File: config.mk
export PLATFORM = sky130hd
export DESIGN_NAME = stream_demux_1_to_4_flat
export DESIGN_NICKNAME = d
export VERILOG_FILES = /design/src/rtl/stream_demux_pkg.sv /design/src/rtl/stream_demux_if.sv /design/src/rtl/demux_slot.sv /design/src/rtl/stream_demux_1_to_4.sv /design/src/flat_wrapper.sv
export SDC_FILE = /design/constraint.sdc
export NUM_CORES = 1
export LEC_CHECK = 0
export CORE_MARGIN = 5
export CORE_UTILIZATION = 49
export DETAILED_ROUTE_END_ITERATION = 7
export PLACE_DENSITY_LB_ADDON = 0.3
export SLEW_MARGIN = 20
export SYNTH_ARGS = -nofsm -noshare
export SYNTH_HDL_FRONTEND = slang
export SYNTH_HIERARCHICAL = 1
export SYNTH_SLANG_ARGS = --single-unit
File: constraint.sdc
create_clock -name clk -period 1.5 [get_ports clk]
set_input_delay 0.3 -clock clk [delete_from_list [all_inputs] [get_ports clk]]
set_output_delay 0.3 -clock clk [all_outputs]
set_load 0.1 [all_outputs]
File: src/rtl/stream_demux_pkg.sv
// Shared constants for the 1-to-4 stream demultiplexer.
//   NUM_OUT     : number of output channels
//   SEL_W       : width of the destination select
//   DEF_WIDTH   : default data word width
//   DEF_CNT_W   : default width of each delivered-beat counter
package stream_demux_pkg;

  localparam int unsigned NUM_OUT   = 4;
  localparam int unsigned SEL_W     = 2;
  localparam int unsigned DEF_WIDTH = 4;
  localparam int unsigned DEF_CNT_W = 8;

endpackage

File: src/rtl/stream_demux_if.sv
// Bundle of the demux handshake and data signals.
//   in_valid/in_ready/in_data/in_sel : producer channel with destination select
//   out_valid/out_ready/out_data     : four consumer channels, slice k = channel k
//   beat_cnt                         : per-output delivered-beat counters, slice k
//   clr_cnt                          : synchronous clear of all counters
// Modport master = producer/consumer side, slave = the demux.
interface stream_demux_if
  import stream_demux_pkg::*;
#(
  parameter int unsigned WIDTH = DEF_WIDTH,
  parameter int unsigned CNT_W = DEF_CNT_W
) ();

  logic                       in_valid;
  logic                       in_ready;
  logic [WIDTH-1:0]           in_data;
  logic [SEL_W-1:0]           in_sel;
  logic [NUM_OUT-1:0]         out_valid;
  logic [NUM_OUT-1:0]         out_ready;
  logic [NUM_OUT*WIDTH-1:0]   out_data;
  logic [NUM_OUT*CNT_W-1:0]   beat_cnt;
  logic                       clr_cnt;

  modport master (
    output in_valid, in_data, in_sel, out_ready, clr_cnt,
    input  in_ready, out_valid, out_data, beat_cnt
  );

  modport slave (
    input  in_valid, in_data, in_sel, out_ready, clr_cnt,
    output in_ready, out_valid, out_data, beat_cnt
  );

endinterface

File: src/rtl/demux_slot.sv
// One output channel of the demux: single-entry holding register plus a
// saturating delivered-beat counter.
//   clk, rst : clock, synchronous active-high reset
//   load_i   : write data_i into the slot this cycle (caller guarantees room)
//   data_i   : word to store
//   ready_i  : consumer takes the held word
//   clr_i    : zero the counter (wins over a same-cycle increment)
//   valid_o  : slot holds a word
//   data_o   : held word, kept after a drain
//   cnt_o    : number of drains, saturating
module demux_slot #(
  parameter int unsigned WIDTH = 4,
  parameter int unsigned CNT_W = 8
) (
  input  logic             clk,
  input  logic             rst,
  input  logic             load_i,
  input  logic [WIDTH-1:0] data_i,
  input  logic             ready_i,
  input  logic             clr_i,
  output logic             valid_o,
  output logic [WIDTH-1:0] data_o,
  output logic [CNT_W-1:0] cnt_o
);

  logic             full_q, full_d;
  logic [WIDTH-1:0] data_q, data_d;
  logic [CNT_W-1:0] cnt_q, cnt_d;
  logic             drain;

  always_comb begin
    drain  = full_q && ready_i;
    full_d = full_q;
    data_d = data_q;
    cnt_d  = cnt_q;
    if (drain) full_d = 1'b0;
    // A load in the same cycle as a drain keeps the slot full with the new word.
    if (load_i) begin
      full_d = 1'b1;
      data_d = data_i;
    end
    if (clr_i) begin
      cnt_d = '0;
    end else if (drain && (cnt_q != {CNT_W{1'b1}})) begin
      cnt_d = cnt_q + 1'b1;
    end
  end

  always_ff @(posedge clk) begin
    if (rst) begin
      full_q <= 1'b0;
      data_q <= '0;
      cnt_q  <= '0;
    end else begin
      full_q <= full_d;
      data_q <= data_d;
      cnt_q  <= cnt_d;
    end
  end

  assign valid_o = full_q;
  assign data_o  = data_q;
  assign cnt_o   = cnt_q;

endmodule

File: src/rtl/stream_demux_1_to_4.sv
// Registered 1-to-4 stream demultiplexer. Each accepted input word is steered
// by in_sel into one of four single-entry output slots; the producer is
// back-pressured only by the slot it currently addresses.
//   clk, rst : clock, synchronous active-high reset
//   bus      : slave side of stream_demux_if (input channel, four output
//              channels, per-output beat counters, counter clear)
module stream_demux_1_to_4
  import stream_demux_pkg::*;
#(
  parameter int unsigned WIDTH = DEF_WIDTH,
  parameter int unsigned CNT_W = DEF_CNT_W
) (
  input  logic           clk,
  input  logic           rst,
  stream_demux_if.slave  bus
);

  logic [NUM_OUT-1:0] full;
  logic [NUM_OUT-1:0] load_en;
  logic               in_ready;
  logic [WIDTH-1:0]   slot_data [NUM_OUT];
  logic [CNT_W-1:0]   slot_cnt  [NUM_OUT];

  // Ready depends only on the addressed slot, never on in_valid.
  always_comb begin
    in_ready = !rst && (!full[bus.in_sel] || bus.out_ready[bus.in_sel]);
    load_en  = '0;
    load_en[bus.in_sel] = bus.in_valid && in_ready;
  end

  for (genvar k = 0; k < NUM_OUT; k++) begin : g_slot
    demux_slot #(
      .WIDTH (WIDTH),
      .CNT_W (CNT_W)
    ) u_slot (
      .clk     (clk),
      .rst     (rst),
      .load_i  (load_en[k]),
      .data_i  (bus.in_data),
      .ready_i (bus.out_ready[k]),
      .clr_i   (bus.clr_cnt),
      .valid_o (full[k]),
      .data_o  (slot_data[k]),
      .cnt_o   (slot_cnt[k])
    );
  end

  always_comb begin
    bus.in_ready  = in_ready;
    bus.out_valid = full;
    bus.out_data  = '0;
    bus.beat_cnt  = '0;
    for (int k = 0; k < NUM_OUT; k++) begin
      bus.out_data[k*WIDTH +: WIDTH] = slot_data[k];
      bus.beat_cnt[k*CNT_W +: CNT_W] = slot_cnt[k];
    end
  end

endmodule
File: src/flat_wrapper.sv
// flat-port wrapper written by rule: the top's interface ports become plain ports
module stream_demux_1_to_4_flat import stream_demux_pkg::*;
#(
  parameter int unsigned WIDTH = DEF_WIDTH,
  parameter int unsigned CNT_W = DEF_CNT_W
)
  (clk, rst, bus_in_valid, bus_in_data, bus_in_sel, bus_out_ready, bus_clr_cnt, bus_in_ready, bus_out_valid, bus_out_data, bus_beat_cnt);
  stream_demux_if #(.WIDTH(WIDTH), .CNT_W(CNT_W)) bus_i ();
  input  logic clk;
  input  logic rst;
  input wire logic [$bits(bus_i.in_valid)-1:0] bus_in_valid;
  input wire logic [$bits(bus_i.in_data)-1:0] bus_in_data;
  input wire logic [$bits(bus_i.in_sel)-1:0] bus_in_sel;
  input wire logic [$bits(bus_i.out_ready)-1:0] bus_out_ready;
  input wire logic [$bits(bus_i.clr_cnt)-1:0] bus_clr_cnt;
  output wire logic [$bits(bus_i.in_ready)-1:0] bus_in_ready;
  output wire logic [$bits(bus_i.out_valid)-1:0] bus_out_valid;
  output wire logic [$bits(bus_i.out_data)-1:0] bus_out_data;
  output wire logic [$bits(bus_i.beat_cnt)-1:0] bus_beat_cnt;
  assign bus_i.in_valid = bus_in_valid;
  assign bus_i.in_data = bus_in_data;
  assign bus_i.in_sel = bus_in_sel;
  assign bus_i.out_ready = bus_out_ready;
  assign bus_i.clr_cnt = bus_clr_cnt;
  assign bus_in_ready = bus_i.in_ready;
  assign bus_out_valid = bus_i.out_valid;
  assign bus_out_data = bus_i.out_data;
  assign bus_beat_cnt = bus_i.beat_cnt;
  stream_demux_1_to_4 #(.WIDTH(WIDTH), .CNT_W(CNT_W)) u_core (.clk(clk), .rst(rst), .bus(bus_i));
endmodule
# Word-level counts from Yosys, hierarchy flattened

Cells that the tools add are included.

Register bits: 52
Word-level logic and storage cells: 56
Input port bits: 14

Add/sub/neg operators: 4
Magnitude comparators: 2
Equal/unequal tests: 4
Bitwise logic cells: 1
Reduce and logical (&&, ||, !) cells: 19
Mux-type cells: 14

Operators with widths:

| cell                                                                   | count |
|---|---|
| 8-bit by 1-bit adder with 8-bit output (second input constant)         | 4 |
| 8-bit != test (second input constant)                                  | 4 |
| 1-bit logical AND                                                      | 11 |
| 1-bit 2-to-1 mux                                                       | 11 |
| 2-bit nonzero test                                                     | 4 |
| 4-bit bitwise AND                                                      | 1 |
| 1-bit binary-select mux with 2-bit select                              | 2 |
| 2-bit by 3-bit < comparator with 1-bit output (second input constant)  | 1 |
| 1-bit demux with 2-bit select                                          | 1 |
| 2-bit by 1-bit >= comparator with 1-bit output (second input constant) | 1 |
| 1-bit zero test                                                        | 2 |
| 2-bit OR reduction                                                     | 1 |
| 1-bit logical OR                                                       | 1 |

# Logic depth before layout (Yosys ltp)

Depth after elaboration: 8
Gate-level depth with buffers: 6

# By module

The synthesis kept the hierarchy.

Modules (own cells, without submodules):

| module              | cells an instance | area each (µm²) | seq. area each (µm²) | instances |
|---|---|---|---|---|
| demux_slot          | 69                | 620.6           | 260.2                | 4 |
| stream_demux_1_to_4 | 18                | 112.6           | 0.0                  | 1 |

# Least setup slack after synthesis

Ideal clock, no wire load.

Path type: reg-to-output
From: register u_core.g_slot[2].u_slot.full_q
To: output port bus_in_ready
Data required time: 1200 ps
Stages on the path, launching flop included: 4
Data arrival time: 3415 ps
Path buffers: 0
Path slack: -2215 ps
Cells stage by stage: dfxtp_1 or4bb_1 nand3_1 a311oi_1

Word-level cells in the longest chain between the ends: 5

Ends and longest elaborated chain:

| item                                      | line                      | text |
|---|---|---|
| start, declared                           | demux_slot.sv:26          | `logic full_q, full_d;` |
| start signal, assigned                    | demux_slot.sv:55          | `full_q <= full_d;` |
| 1-bit binary-select mux with 2-bit select | stream_demux_1_to_4.sv:26 | `in_ready = !rst && (!full[bus.in_sel] \|\| bus.out_ready[bus.in_sel]);` |
| 1-bit 2-to-1 mux (implied by the code)    | stream_demux_1_to_4.sv:26 |  |
| 1-bit zero test                           | stream_demux_1_to_4.sv:26 |  |
| 1-bit logical OR                          | stream_demux_1_to_4.sv:26 |  |
| 1-bit logical AND                         | stream_demux_1_to_4.sv:26 |  |
| end, declared                             | flat_wrapper.sv:16        | `output wire logic [$bits(bus_i.in_ready)-1:0] bus_in_ready;` |

No other way between the ends. The select of a mux whose other input is x is not followed.

# Final worst setup path

From: input port bus_in_sel[0]
To: output port bus_in_ready

Word-level cells in the longest chain between the ends: 5
Elaborated cells on any way between the ends: 7
Classes of those cells: 4 x mux; 3 x reduce/logical

Ends and longest elaborated chain:

| item                                      | line                      | text |
|---|---|---|
| start, declared                           | flat_wrapper.sv:13        | `input wire logic [$bits(bus_i.in_sel)-1:0] bus_in_sel;` |
| 1-bit binary-select mux with 2-bit select | stream_demux_1_to_4.sv:26 |  |
| 1-bit 2-to-1 mux (implied by the code)    | stream_demux_1_to_4.sv:26 |  |
| 1-bit zero test                           | stream_demux_1_to_4.sv:26 |  |
| 1-bit logical OR (*)                      | stream_demux_1_to_4.sv:26 |  |
| 1-bit logical AND (*)                     | stream_demux_1_to_4.sv:26 |  |

Mark *: on every way between the ends. The rest lies on a longest branch, timed or not. The select of a mux whose other input is x is not followed.

==> summary.txt <==
Run status
  • Status: finished, violations left
  • Failing checks: setup timing

Routing
  • Average wire per standard cell: 19.1 microns
  • Drt total wl: 8.77 mm
  • Drt via density: 6.22
  • Iter 0 DRT Violations: 205
  • Post-route ant nets: 0
  • TritonRoute pass-1 iters: 5
  • Vias: 2,854
  • Number of remaining DRC errors: 0

STA
  • Fmax: 0.548 GHz
  • # setup viols final: 1
  • Crit path time final: 1820 ps
  • RSZ-0062 raised after global routing: yes
  • Worst Skew: 9.28 ps
  • Setup ws final: -323 ps
  • Final hold violation count: 0
  • Max-Slew Margin vs Limit: 74.2%
  • Worst slew pin tran: 385 ps
  • Pins over their slew limit: 0
  • Setup tns final: -323 ps
  • Fin crit share: 122%

Worst hold path
  • Hold Path Depth: 3
  • Hold Path Sink: u_core/g_slot[2].u_slot/valid_o$_SDFFE_PP0P_
  • HP Class: in -> reg
  • Hold wc startpoint: rst

Setup path
  • R2r setup slk: 0 ps
  • Crit path cell chain: dlygate4sd2_1 -> or4bb_1 -> nand3_2 -> a311oi_4 -> buf_12
  • Type of origin of the critical path: input port
  • Kind of critical path: in -> out
  • Crit-path max cell delay: 550 ps
  • Reg2reg path depth: 6
  • CP endpoint kind: output pin
  • Critical R2R Launch: u_core/g_slot[2].u_slot/cnt_o[0]$_SDFFE_PP0P_
  • Slowest CP cell: or4bb_1
  • Critical path required time: 1200 ps
  • Reg-to-Reg End: u_core/g_slot[2].u_slot/cnt_o[5]$_SDFFE_PP0P_
  • Crit Path Max Fanout: 5
  • Critical Path AT: 1520 ps

Cells and area
  • Layout Utilization: 83.7%
  • Share of cells above drive strength 1: 38.6%
  • Layout Nets: 407
  • Fillers: 278
  • Multi-input logic area: 0.00154 sq mm
  • # diodes: 0
  • Layout area overhead: 65.7%
  • FF+latch area: 0.00112 sq mm

CTS
  • Number of clock sinks: 52
  • H-tree Lvls: 2
  • Clock root cell: clkbuf_8
  • Clk buf depth: 2
  • Clock-pin slew on the worst setup and hold paths: 90 ps
  • Worst-Skew Late Latency: 310 ps
  • CTS tree: done
  • Hold Buf Count CTS: 0
  • TritonCTS Buffers: 5

Placed design
  • GPL Wtd Cong: 0.918
  • Hpwl dp: 5.88 mm
  • PortBufs: 66
  • Dpl ws: -658 ps

Floorplanning
  • # IOs: 67
  • Starting Density: 50.5%
  • Die area: 0.00685 sq mm
  • DIE HEIGHT: 82.8 microns
  • Horiz. Die Dim: 82.8 microns
  • Cell Rows: 26
  • CORE AREA: 0.00514 sq mm

Power and ir drop
  • Total power: 2540 uW
  • Static leakage: 0.00155 uW
  • Worst vdd ir: 792 uV
  • Pwr dens: 592 mW/mm^2

Synthesis
  • Post-synth top flop: dfxtp_1
  • Cells after Synth: 294
  • Mapped cell area: 0.00259 sq mm
  • Synth area leader: dfxtp_1
  • Ys Warns: 6
  • Synth Register Bits: 52
  • Syn_nets: 312
  • Post-synth top area share: 40.1%
  • Post-synth EDFFs: 0
  • Ys async rst share: 0%
  • Syn_area_per_cell: 8.83 sq um
  • Synth area leaders: dfxtp_1, mux2i_1, and4_1
  • Register area share after synthesis: 40.1%
  • Count of different cell masters after synthesis: 33

Global routing
  • First-pass GRT wire length: 13.4 mm
  • Total routing usage reported by global routing: 25.8%
  • Largest net degree at the start of global routing: 24
  • Gr ovfl total: 0
  • Initial antenna violation count: 0
  • Vias in the first global route: 2,804

Run
  • Max-cap violations: 0
synthesized netlist by cell type (6+ instances only):
cell type / instances
nand4_1: 12
nor2_1: 26
inv_1: 15
nand2_1: 24
a21oi_1: 24
a211oi_1: 8
o21ai_0: 6
nand3_1: 13
nor3_1: 10
dfxtp_1: 52
mux2i_1: 24
and4_1: 16
stage by stage:
step | hold WS [ps] | instances | instance area [sq um]
floorplan | 363 | 294 | 2690
global placement | 496 | 449 | 4130
detailed placement | 501 | 449 | 4130
CTS | 516 | 457 | 4240
global route | 435 | 459 | 4300
finish | 411 | 459 | 4300
where the power goes:
| group | leakage [uW] | internal (uW) | switching, uW |
|---|---|---|---|
| sequential | 0.000442 | 1370 | 14.8 |
| clock | 0.0000410 | 319 | 458 |
| combinational | 0.00107 | 153 | 228 |
worst max-delay path by stage:
stage | from | endpoint | slack (ps) | cells past startpoint
6_report | bus_in_sel[0] | bus_in_ready | -320 | 5
5_1_grt | bus_in_sel[0] | bus_in_ready | -330 | 5
4_1_cts | u_core/g_slot[1].u_slot/valid_o$_SDFFE_PP0P_ | bus_in_ready | -320 | 4
3_5_place_dp | bus_in_valid | u_core/g_slot[0].u_slot/data_o[1]$_SDFFE_PP0P_ | -660 | 6
3_3_place_gp | bus_in_sel[1] | bus_in_ready | -490 | 5
2_1_floorplan | u_core/g_slot[1].u_slot/valid_o$_SDFFE_PP0P_ | bus_in_ready | -450 | 3
critical path, delay by kind of cell:
kind | cells | cell delay, ps
AO/OA/AOI/OAI | 1 | 50
AND/OR/NAND/NOR | 2 | 680
buffers and inverters | 2 | 480
flip-flops by register name (all words and copies together), names as in the netlist:
| name | flops |
|---|---|
| u_core/g_slot.u_slot/valid_o | 4 |
| u_core/g_slot.u_slot/data_o | 16 |
| u_core/g_slot.u_slot/cnt_o | 32 |
cell usage in the layout (no fill, tap or decap), types with 3 or more instances in the layout:
master,synthesis,layout
buf_12,0,54
buf_4,4,29
nor2_1,26,26
mux2i_1,24,24
nand2_1,24,24
dfxtp_2,0,24
a21oi_1,24,21
and4_1,16,16
dfxtp_1,52,16
inv_1,15,14
nand3_1,13,12
nand4_1,12,12
dfxtp_4,0,12
nor3_1,10,9
o21ai_0,6,6
a211oi_1,8,6
a211oi_2,4,6
clkbuf_8,0,5
clkdlybuf4s50_1,0,5
dlygate4sd2_1,0,5
or2_4,4,4
and3_1,4,4
nor4_1,4,4
o21bai_1,4,4
o311a_1,4,4
o2111a_1,4,4
or3_1,4,4
and2_1,4,4
a41oi_1,4,4
or3_2,4,4
a21oi_2,0,3
ha_1,4,3
area by class of cell:
type                    count  share of cell area, %
clock buffers               6                   1.69
inverters                  15                   1.31
well taps                  70                   2.04
multi-input cells         219                   35.8
flip-flops and latches     52                   26.0
clock inverters             1                  0.116
repair buffers             96                   33.1
metal layers:
| metal | GRT usage [%] | share of wire [%] | up-vias |
|---|---|---|---|
| met2 | 47.8 | 52 | 151 |
| met4 | 9.15 | 2.9 | 0 |
| met3 | 7.13 | 7.7 | 28 |
| met1 | 27.9 | 37 | 1368 |
| li1 | - | - | 1307 |
| met5 | 0 | 0 | - |
repair_timing:
| action | CTS | global route |
|---|---|---|
| gates resized for setup | 11 | 14 |
| buffers inserted | 1 | 2 |
| cloned | 0 | 0 |
| endpoints found under the hold margin | 0 | 0 |
| setup endpoints to repair | 10 | 23 |
| pin swaps | 4 | 1 |
cell families after synthesis:
logic type,count (synthesis),synth area share (%)
adders and majority gates,4,1.93
buffers and inverters,23,3.91
muxes,24,9.26
AOI/OAI and AO/OA,60,16.5
and+or+nand+nor,131,28.3
DFF,52,40.1
Note: power is estimated with default switching activity, not from simulation.
